`src/rtl/uart_pkg.sv`:
```
// Shared definitions for the UART transmit arbiter: FSM state encoding,
// tag-word marker and the default word width.
package uart_pkg;

   localparam int DEFAULT_WORD_LENGTH = 8;

   // Value placed in the MSB of a tag word so the receiver can tell it from payload.
   localparam logic TAG_MARKER = 1'b1;

   typedef enum logic [2:0] {
      IDLE          = 3'd0,
      TAG_LAUNCH    = 3'd1,
      TAG_WAIT_DONE = 3'd2,
      LAUNCH        = 3'd3,
      WAIT_DONE     = 3'd4
   } arb_state_t;

endpackage

```
`src/rtl/uart_tx_arbiter_rr_picker.sv`:
```
// Combinational round-robin search: first set req_valid bit at or above
// rr_ptr, wrapping at NUM_REQ-1.
module rr_picker
   import uart_pkg::*;
#(
   parameter int NUM_REQ = 4,
   parameter int ID_W    = $clog2(NUM_REQ)
) (
   input  logic [NUM_REQ-1:0] req_valid,
   input  logic [ID_W-1:0]    rr_ptr,
   output logic [ID_W-1:0]    winner,
   output logic               any_valid
);

   localparam int SUM_W = ID_W + 1;

   logic [SUM_W-1:0] sum_s;
   logic [ID_W-1:0]  idx_s;

   // Walk the requesters from rr_ptr upward; the first pending one wins.
   always_comb begin
      winner    = {ID_W{1'b0}};
      any_valid = 1'b0;
      sum_s     = {SUM_W{1'b0}};
      idx_s     = {ID_W{1'b0}};
      for (int k = 0; k < NUM_REQ; k++) begin
         sum_s = {1'b0, rr_ptr} + SUM_W'(k);
         if (sum_s >= SUM_W'(NUM_REQ)) begin
            sum_s = sum_s - SUM_W'(NUM_REQ);
         end else begin
            sum_s = sum_s;
         end
         idx_s = sum_s[ID_W-1:0];
         if (!any_valid && req_valid[idx_s]) begin
            winner    = idx_s;
            any_valid = 1'b1;
         end else begin
            any_valid = any_valid;
         end
      end
   end

endmodule

```
`src/rtl/uart_tx_arbiter.sv`:
```
// Round-robin arbiter sharing one uart_tx serializer among NUM_REQ requesters.
// Define UART_ARB_TAG_EN to prefix every granted word with a requester tag frame.
module uart_tx_arbiter
   import uart_pkg::*;
#(
   parameter int  NUM_REQ     = 4,
   parameter int  WORD_LENGTH = DEFAULT_WORD_LENGTH,
   localparam int ID_W        = $clog2(NUM_REQ)
) (
   input  logic                           clk,
   input  logic                           rst,
   input  logic [NUM_REQ-1:0]             req_valid,
   input  logic [NUM_REQ*WORD_LENGTH-1:0] req_data,
   output logic [NUM_REQ-1:0]             req_ready,
   output logic                           tx_start,
   output logic [WORD_LENGTH-1:0]         tx_data,
   input  logic                           tx_ready,
   output logic [ID_W-1:0]                grant_id,
   output logic                           busy
);

   if (NUM_REQ < 2) begin : g_num_req_err
      $error("uart_tx_arbiter: NUM_REQ must be at least 2");
   end

`ifdef UART_ARB_TAG_EN
   if (ID_W > WORD_LENGTH - 1) begin : g_tag_width_err
      $error("uart_tx_arbiter: grant index does not fit below the tag marker bit");
   end

   function automatic logic [WORD_LENGTH-1:0] make_tag(input logic [ID_W-1:0] id);
      logic [WORD_LENGTH-1:0] tag;
      tag                  = {WORD_LENGTH{1'b0}};
      tag[WORD_LENGTH-1]   = TAG_MARKER;
      tag[ID_W-1:0]        = id;
      return tag;
   endfunction
`endif

   arb_state_t             state_r;
   arb_state_t             next_state_s;
   logic [ID_W-1:0]        rr_ptr_r;
   logic [ID_W-1:0]        next_rr_ptr_s;
   logic [WORD_LENGTH-1:0] hold_r;
   logic [WORD_LENGTH-1:0] next_hold_s;
   logic                   next_tx_start_s;
   logic [WORD_LENGTH-1:0] next_tx_data_s;
   logic [NUM_REQ-1:0]     next_req_ready_s;
   logic [ID_W-1:0]        next_grant_s;
   logic                   next_busy_s;
   logic [ID_W-1:0]        winner_s;
   logic                   any_valid_s;
   logic [WORD_LENGTH-1:0] words_s [NUM_REQ];

   for (genvar g = 0; g < NUM_REQ; g++) begin : g_words
      assign words_s[g] = req_data[g*WORD_LENGTH +: WORD_LENGTH];
   end

   rr_picker #(
      .NUM_REQ (NUM_REQ),
      .ID_W    (ID_W)
   ) u_rr_picker (
      .req_valid (req_valid),
      .rr_ptr    (rr_ptr_r),
      .winner    (winner_s),
      .any_valid (any_valid_s)
   );

   // Next-state and next-output decode; every output keeps its value unless a transition changes it.
   always_comb begin
      next_state_s     = state_r;
      next_rr_ptr_s    = rr_ptr_r;
      next_hold_s      = hold_r;
      next_tx_start_s  = tx_start;
      next_tx_data_s   = tx_data;
      next_req_ready_s = {NUM_REQ{1'b0}};
      next_grant_s     = grant_id;
      next_busy_s      = busy;
      case (state_r)
         IDLE: begin
            // tx_ready low here means uart_tx is still draining a frame we no longer own.
            if (tx_ready && any_valid_s) begin
               next_hold_s                = words_s[winner_s];
               next_grant_s               = winner_s;
               next_busy_s                = 1'b1;
               next_req_ready_s[winner_s] = 1'b1;
               next_tx_start_s            = 1'b1;
`ifdef UART_ARB_TAG_EN
               next_tx_data_s             = make_tag(winner_s);
               next_state_s               = TAG_LAUNCH;
`else
               next_tx_data_s             = words_s[winner_s];
               next_state_s               = LAUNCH;
`endif
            end else begin
               next_state_s = IDLE;
            end
         end
`ifdef UART_ARB_TAG_EN
         TAG_LAUNCH: begin
            if (!tx_ready) begin
               next_tx_start_s = 1'b0;
               next_state_s    = TAG_WAIT_DONE;
            end else begin
               next_state_s = TAG_LAUNCH;
            end
         end
         TAG_WAIT_DONE: begin
            if (tx_ready) begin
               next_tx_start_s = 1'b1;
               next_tx_data_s  = hold_r;
               next_state_s    = LAUNCH;
            end else begin
               next_state_s = TAG_WAIT_DONE;
            end
         end
`endif
         LAUNCH: begin
            next_tx_data_s = hold_r;
            // uart_tx only samples tx_start on baud ticks, so hold it until acknowledged.
            if (!tx_ready) begin
               next_tx_start_s = 1'b0;
               next_state_s    = WAIT_DONE;
            end else begin
               next_state_s = LAUNCH;
            end
         end
         WAIT_DONE: begin
            if (tx_ready) begin
               next_busy_s  = 1'b0;
               next_state_s = IDLE;
               if (grant_id == ID_W'(NUM_REQ - 1)) begin
                  next_rr_ptr_s = {ID_W{1'b0}};
               end else begin
                  next_rr_ptr_s = grant_id + ID_W'(1);
               end
            end else begin
               next_state_s = WAIT_DONE;
            end
         end
         default: begin
            next_state_s    = IDLE;
            next_tx_start_s = 1'b0;
            next_busy_s     = 1'b0;
         end
      endcase
   end

   // State, pointer, hold word and all outputs registered with synchronous active-low reset.
   always_ff @(posedge clk) begin
      if (!rst) begin
         state_r   <= IDLE;
         rr_ptr_r  <= {ID_W{1'b0}};
         hold_r    <= {WORD_LENGTH{1'b0}};
         tx_start  <= 1'b0;
         tx_data   <= {WORD_LENGTH{1'b0}};
         req_ready <= {NUM_REQ{1'b0}};
         grant_id  <= {ID_W{1'b0}};
         busy      <= 1'b0;
      end else begin
         state_r   <= next_state_s;
         rr_ptr_r  <= next_rr_ptr_s;
         hold_r    <= next_hold_s;
         tx_start  <= next_tx_start_s;
         tx_data   <= next_tx_data_s;
         req_ready <= next_req_ready_s;
         grant_id  <= next_grant_s;
         busy      <= next_busy_s;
      end
   end

endmodule

```
`config.mk`:
```
export PLATFORM = sky130hd
export DESIGN_NAME = uart_tx_arbiter
export DESIGN_NICKNAME = d
export VERILOG_FILES = /design/src/rtl/uart_pkg.sv /design/src/rtl/uart_tx_arbiter_rr_picker.sv /design/src/rtl/uart_tx_arbiter.sv
export SDC_FILE = /design/constraint.sdc
export NUM_CORES = 1
export LEC_CHECK = 0
export ABC_CLOCK_PERIOD_IN_PS = 1700
export CORE_MARGIN = 2
export CORE_UTILIZATION = 43
export CTS_CLUSTER_DIAMETER = 30
export CTS_CLUSTER_SIZE = 8
export DETAILED_ROUTE_END_ITERATION = 8
export PLACE_DENSITY = 0.76
export SLEW_MARGIN = 20
export SYNTH_ARGS = -nofsm -noshare
export SYNTH_HDL_FRONTEND = slang
export SYNTH_SLANG_ARGS = --single-unit
```
`constraint.sdc`:
```
create_clock -name clk -period 1.7 [get_ports clk]
set_input_delay 0.17 -clock clk [delete_from_list [all_inputs] [get_ports clk]]
set_output_delay 0.17 -clock clk [all_outputs]
set_load 0.05 [all_outputs]
```
==> flow_summary.toml <==
[run_status]
outcome = "finished, final reports clean"

[placement]
post-dp-hpwl_um = 2720
numPortBuffers = 54
gp_congestion = 0.765

[layout]
final_layout_size_suffix_gt1_share_pct = 17.7
multiInputGateArea_sq_um = 888
register_area_sq_um = 563
n_antenna_cell = 0
synthToLayoutAreaGrowth_pct = 60.2
num-fill-cells = 234
nNetsFinal = 267

[yosys]
syn_area_per_cell_sq_um = 8.68
synthSimpleGateAreaFrac_pct = 19.2
synth_fa_ha_area_share_pct = 0.879
synth_top_family_by_area = "compound AO/OA/AOI/OAI gates"
yosysWarnings = 0
synth_nets = 204
synth_compound_area_share_pct = 21.0
synth_seq_cells = 28
syn_area_sq_um = 1420
syn_inst = 164
muxShareOfSynthArea_pct = 12.7
yosysUniqueCellTypes = 31
synth-xor-area-share_pct = 0.615
synth_seq_area_share_pct = 39.4

[global_routing]
grtUsageMet2_pct = 33.4
grt_antenna_before_repair = 0
use_met3_pct = 4.20
grt_overflow_total = 0
grt_util_all_layers_pct = 20.4
grt_pass1_wl_um = 5760
grt_pass1_vias = 1367
grt_use_met1_pct = 26.2
top_usage_layer = "met2"
grt_max_degree = 19

[floorplan]
num_io_pins = 55
core_area_sq_um = 3100
die_y_um = 61.5
initial_core_util_pct = 45.9
fp.dieW_um = 61.5
num_rows = 20
floorplan.die_area_sq_um = 3790

[worst_setup_path]
cp_data_required_time_ns = 1.53
crit_path_start = "tx_data[3]$_SDFFE_PN0P_"
start_kind = "flop"
path_max_fanout = 2
rr_worst_depth = 6
arrival_ns = 1.52
cp_top_family = "buffers and inverters"
r2r_slack_ns = 0.09
critPathSlowestCell = "clkdlybuf4s50_1"
endpoint_kind = "primary output"
crit_type = "reg -> out"
crit_buf_inv = 1
cp_num_cells = 1
path_cells = "clkdlybuf4s50_1"
r2r-end = "hold_r[6]$_SDFFE_PN0P_"
r2r-start = "rr_ptr_r[1]$_SDFFE_PN0P_"
max_stage_delay_ns = 0.82
crit_end = "tx_data[3]"

[route]
wl_per_cell_um = 14.7
wirelength_um = 3980
antenna_left = 0
drtIter0Drc = 77
drc_errors = 0
via_per_inst = 5.42
via_count = 1464
dr.pass1.iters = 4

[clocking]
cts_tree = "built"
clk_pin_slew_worst_paths_ns = 0.15
numCtsBuffers = 3
clock-root-buffer = "clkbuf_4"
clk_latency_ns = 0.33
h-tree-depth = 1
clock-sinks = 28
cts_buffer_depth = 2

[power_and_ir_drop]
total_power_uw = 1670
p_leak_uw = 0.000973
p_per_area_nw_per_um2 = 732
irDropWorstVdd_v = 0.000336

[sta]
tightest_slew_ns = 0.564
fin_crit_sh_pct = 99.6
fmax_mhz = 591
period_minus_slack_ns = 1.69
maxSlewHeadroom_pct = 62.4
hold_violations = 0
setup_violations = 0
tns_ns = 0
slew_viol_final = 0
fin_skew_ns = 0.00763

[run]
maxCapViolCount = 0

[min_path]
hp-class = "in -> reg"
==> routing by layer <==
metal | part of all wire, % | wire [um]
met5 | 0 | 0
met1 | 42 | 1690
met3 | 6.5 | 258
met2 | 49 | 1970
met4 | 1.7 | 68
==> area by class of cell <==
type | instances | share of cell area, %
Sequential cell | 28 | 24.7
Multi-Input combinational cell | 121 | 38.9
Clock buffer | 3 | 0.987
Inverter | 5 | 0.823
Clock inverter | 1 | 1.32
Tap cell | 44 | 2.41
Timing Repair Buffer | 68 | 30.8
==> cells in the mapped netlist <==
master     number  share of area, %
nor2_1          5               1.3
o32ai_1         1              0.62
and3_1          1              0.44
o221ai_1       16               9.8
a21boi_0        2               1.1
nor3_1          1              0.35
o211ai_4        1               1.5
mux2i_1        18                13
nand3_2         1              0.70
o2bb2a_1        1              0.70
inv_1           5               1.3
or4_4           1              0.79
clkbuf_1        3              0.79
dfxtp_1        28                39
buf_8           1               1.1
buf_1           2              0.53
o21ai_0        12               4.2
and2_2          1              0.53
nor3b_1         1              0.53
nand2_1        38                10
buf_6           2               1.6
nand2b_1        1              0.44
buf_2           3               1.1
ha_1            1              0.88
a21oi_1         7               2.5
nor2b_1         6               2.6
a2111oi_0       1              0.62
nand3_1         1              0.35
nor4_1          1              0.44
xnor2_1         1              0.62
and2b_2         1              0.62
==> what timing repair did <==
| action | CTS | global route |
|---|---|---|
| hold endpoints to repair | 0 | 0 |
| setup buffers | 1 | 0 |
| setup endpoints to repair | 17 | 27 |
| pin swaps | 0 | 2 |
| resized for setup | 6 | 34 |
| hold buffers | 0 | 0 |
| gates cloned | 1 | 2 |
==> registers in the layout, summed over array words and instances (netlist names) <==
register / cells
busy: 1
rr_ptr_r: 2
grant_id: 2
tx_start: 1
tx_data: 8
req_ready: 4
hold_r: 8
state_r: 2
==> power by group <==
part / total (uW) / switching [uW] / internal (uW) / leakage, uW
logic: 501 / 263 / 238 / 0.000715
clock network: 436 / 198 / 239 / 0.0000279
registers: 732 / 28.2 / 704 / 0.000230
total: 1670 / 489 / 1180 / 0.000973
==> through the flow <==
stage               util (%)  instances  setup slack, ns  hold slack (ns)  area (sq um)
global route            73.5        270          -0.0383            0.315          2280
global placement        65.4        262           -0.331            0.443          2030
detailed placement      65.4        262           -0.408            0.453          2030
floorplan                  -        164            0.182            0.246          1420
finish                  73.5        270          0.00761            0.254          2280
CTS                     68.3        268          -0.0216            0.490          2120
==> how the worst min path moves through the flow <==
stage / to / slack [ns] / cells past startpoint / startpoint
after floorplan: state_r[2]$_SDFF_PN0_ / 0.25 / 1 / tx_ready
after global placement: hold_r[0]$_SDFFE_PN0P_ / 0.44 / 2 / hold_r[0]$_SDFFE_PN0P_
after detailed placement: hold_r[5]$_SDFFE_PN0P_ / 0.45 / 2 / hold_r[5]$_SDFFE_PN0P_
after CTS: hold_r[3]$_SDFFE_PN0P_ / 0.49 / 2 / hold_r[3]$_SDFFE_PN0P_
after global routing: state_r[1]$_SDFF_PN0_ / 0.31 / 3 / req_valid[2]
final: state_r[1]$_SDFF_PN0_ / 0.25 / 3 / req_valid[2]
==> placed cells by master, fill, tap and decap left out, drive strengths merged <==
cell,n
xnor2,1
nand3,2
nor3b,1
a2111oi,1
clkdlybuf4s50,41
a21oi,7
ha,1
o32ai,1
dlymetal6s2s,11
nor2,5
dlygate4sd2,1
or4,1
bufinv,1
and3,1
nor4,1
and2b,1
nand2,38
inv,5
o221ai,16
o21ai,12
o2bb2a,1
buf,14
mux2i,18
clkbuf,4
a21boi,2
o211ai,2
nand2b,1
nor2b,6
nor3,1
and2,1
dfxtp,28
==> kinds of logic (layout without fill, tap and decap cells) <==
kind of cell / Yosys count / count (layout)
and+or+nand+nor: 59 / 59
xor gates and xnor gates: 1 / 1
buffers and inverters: 16 / 77
adders and majority gates: 1 / 1
AOI/OAI and AO/OA: 41 / 42
muxes: 18 / 18
DFF: 28 / 28
No activity file was read; power rests on OpenSTA's default activity.
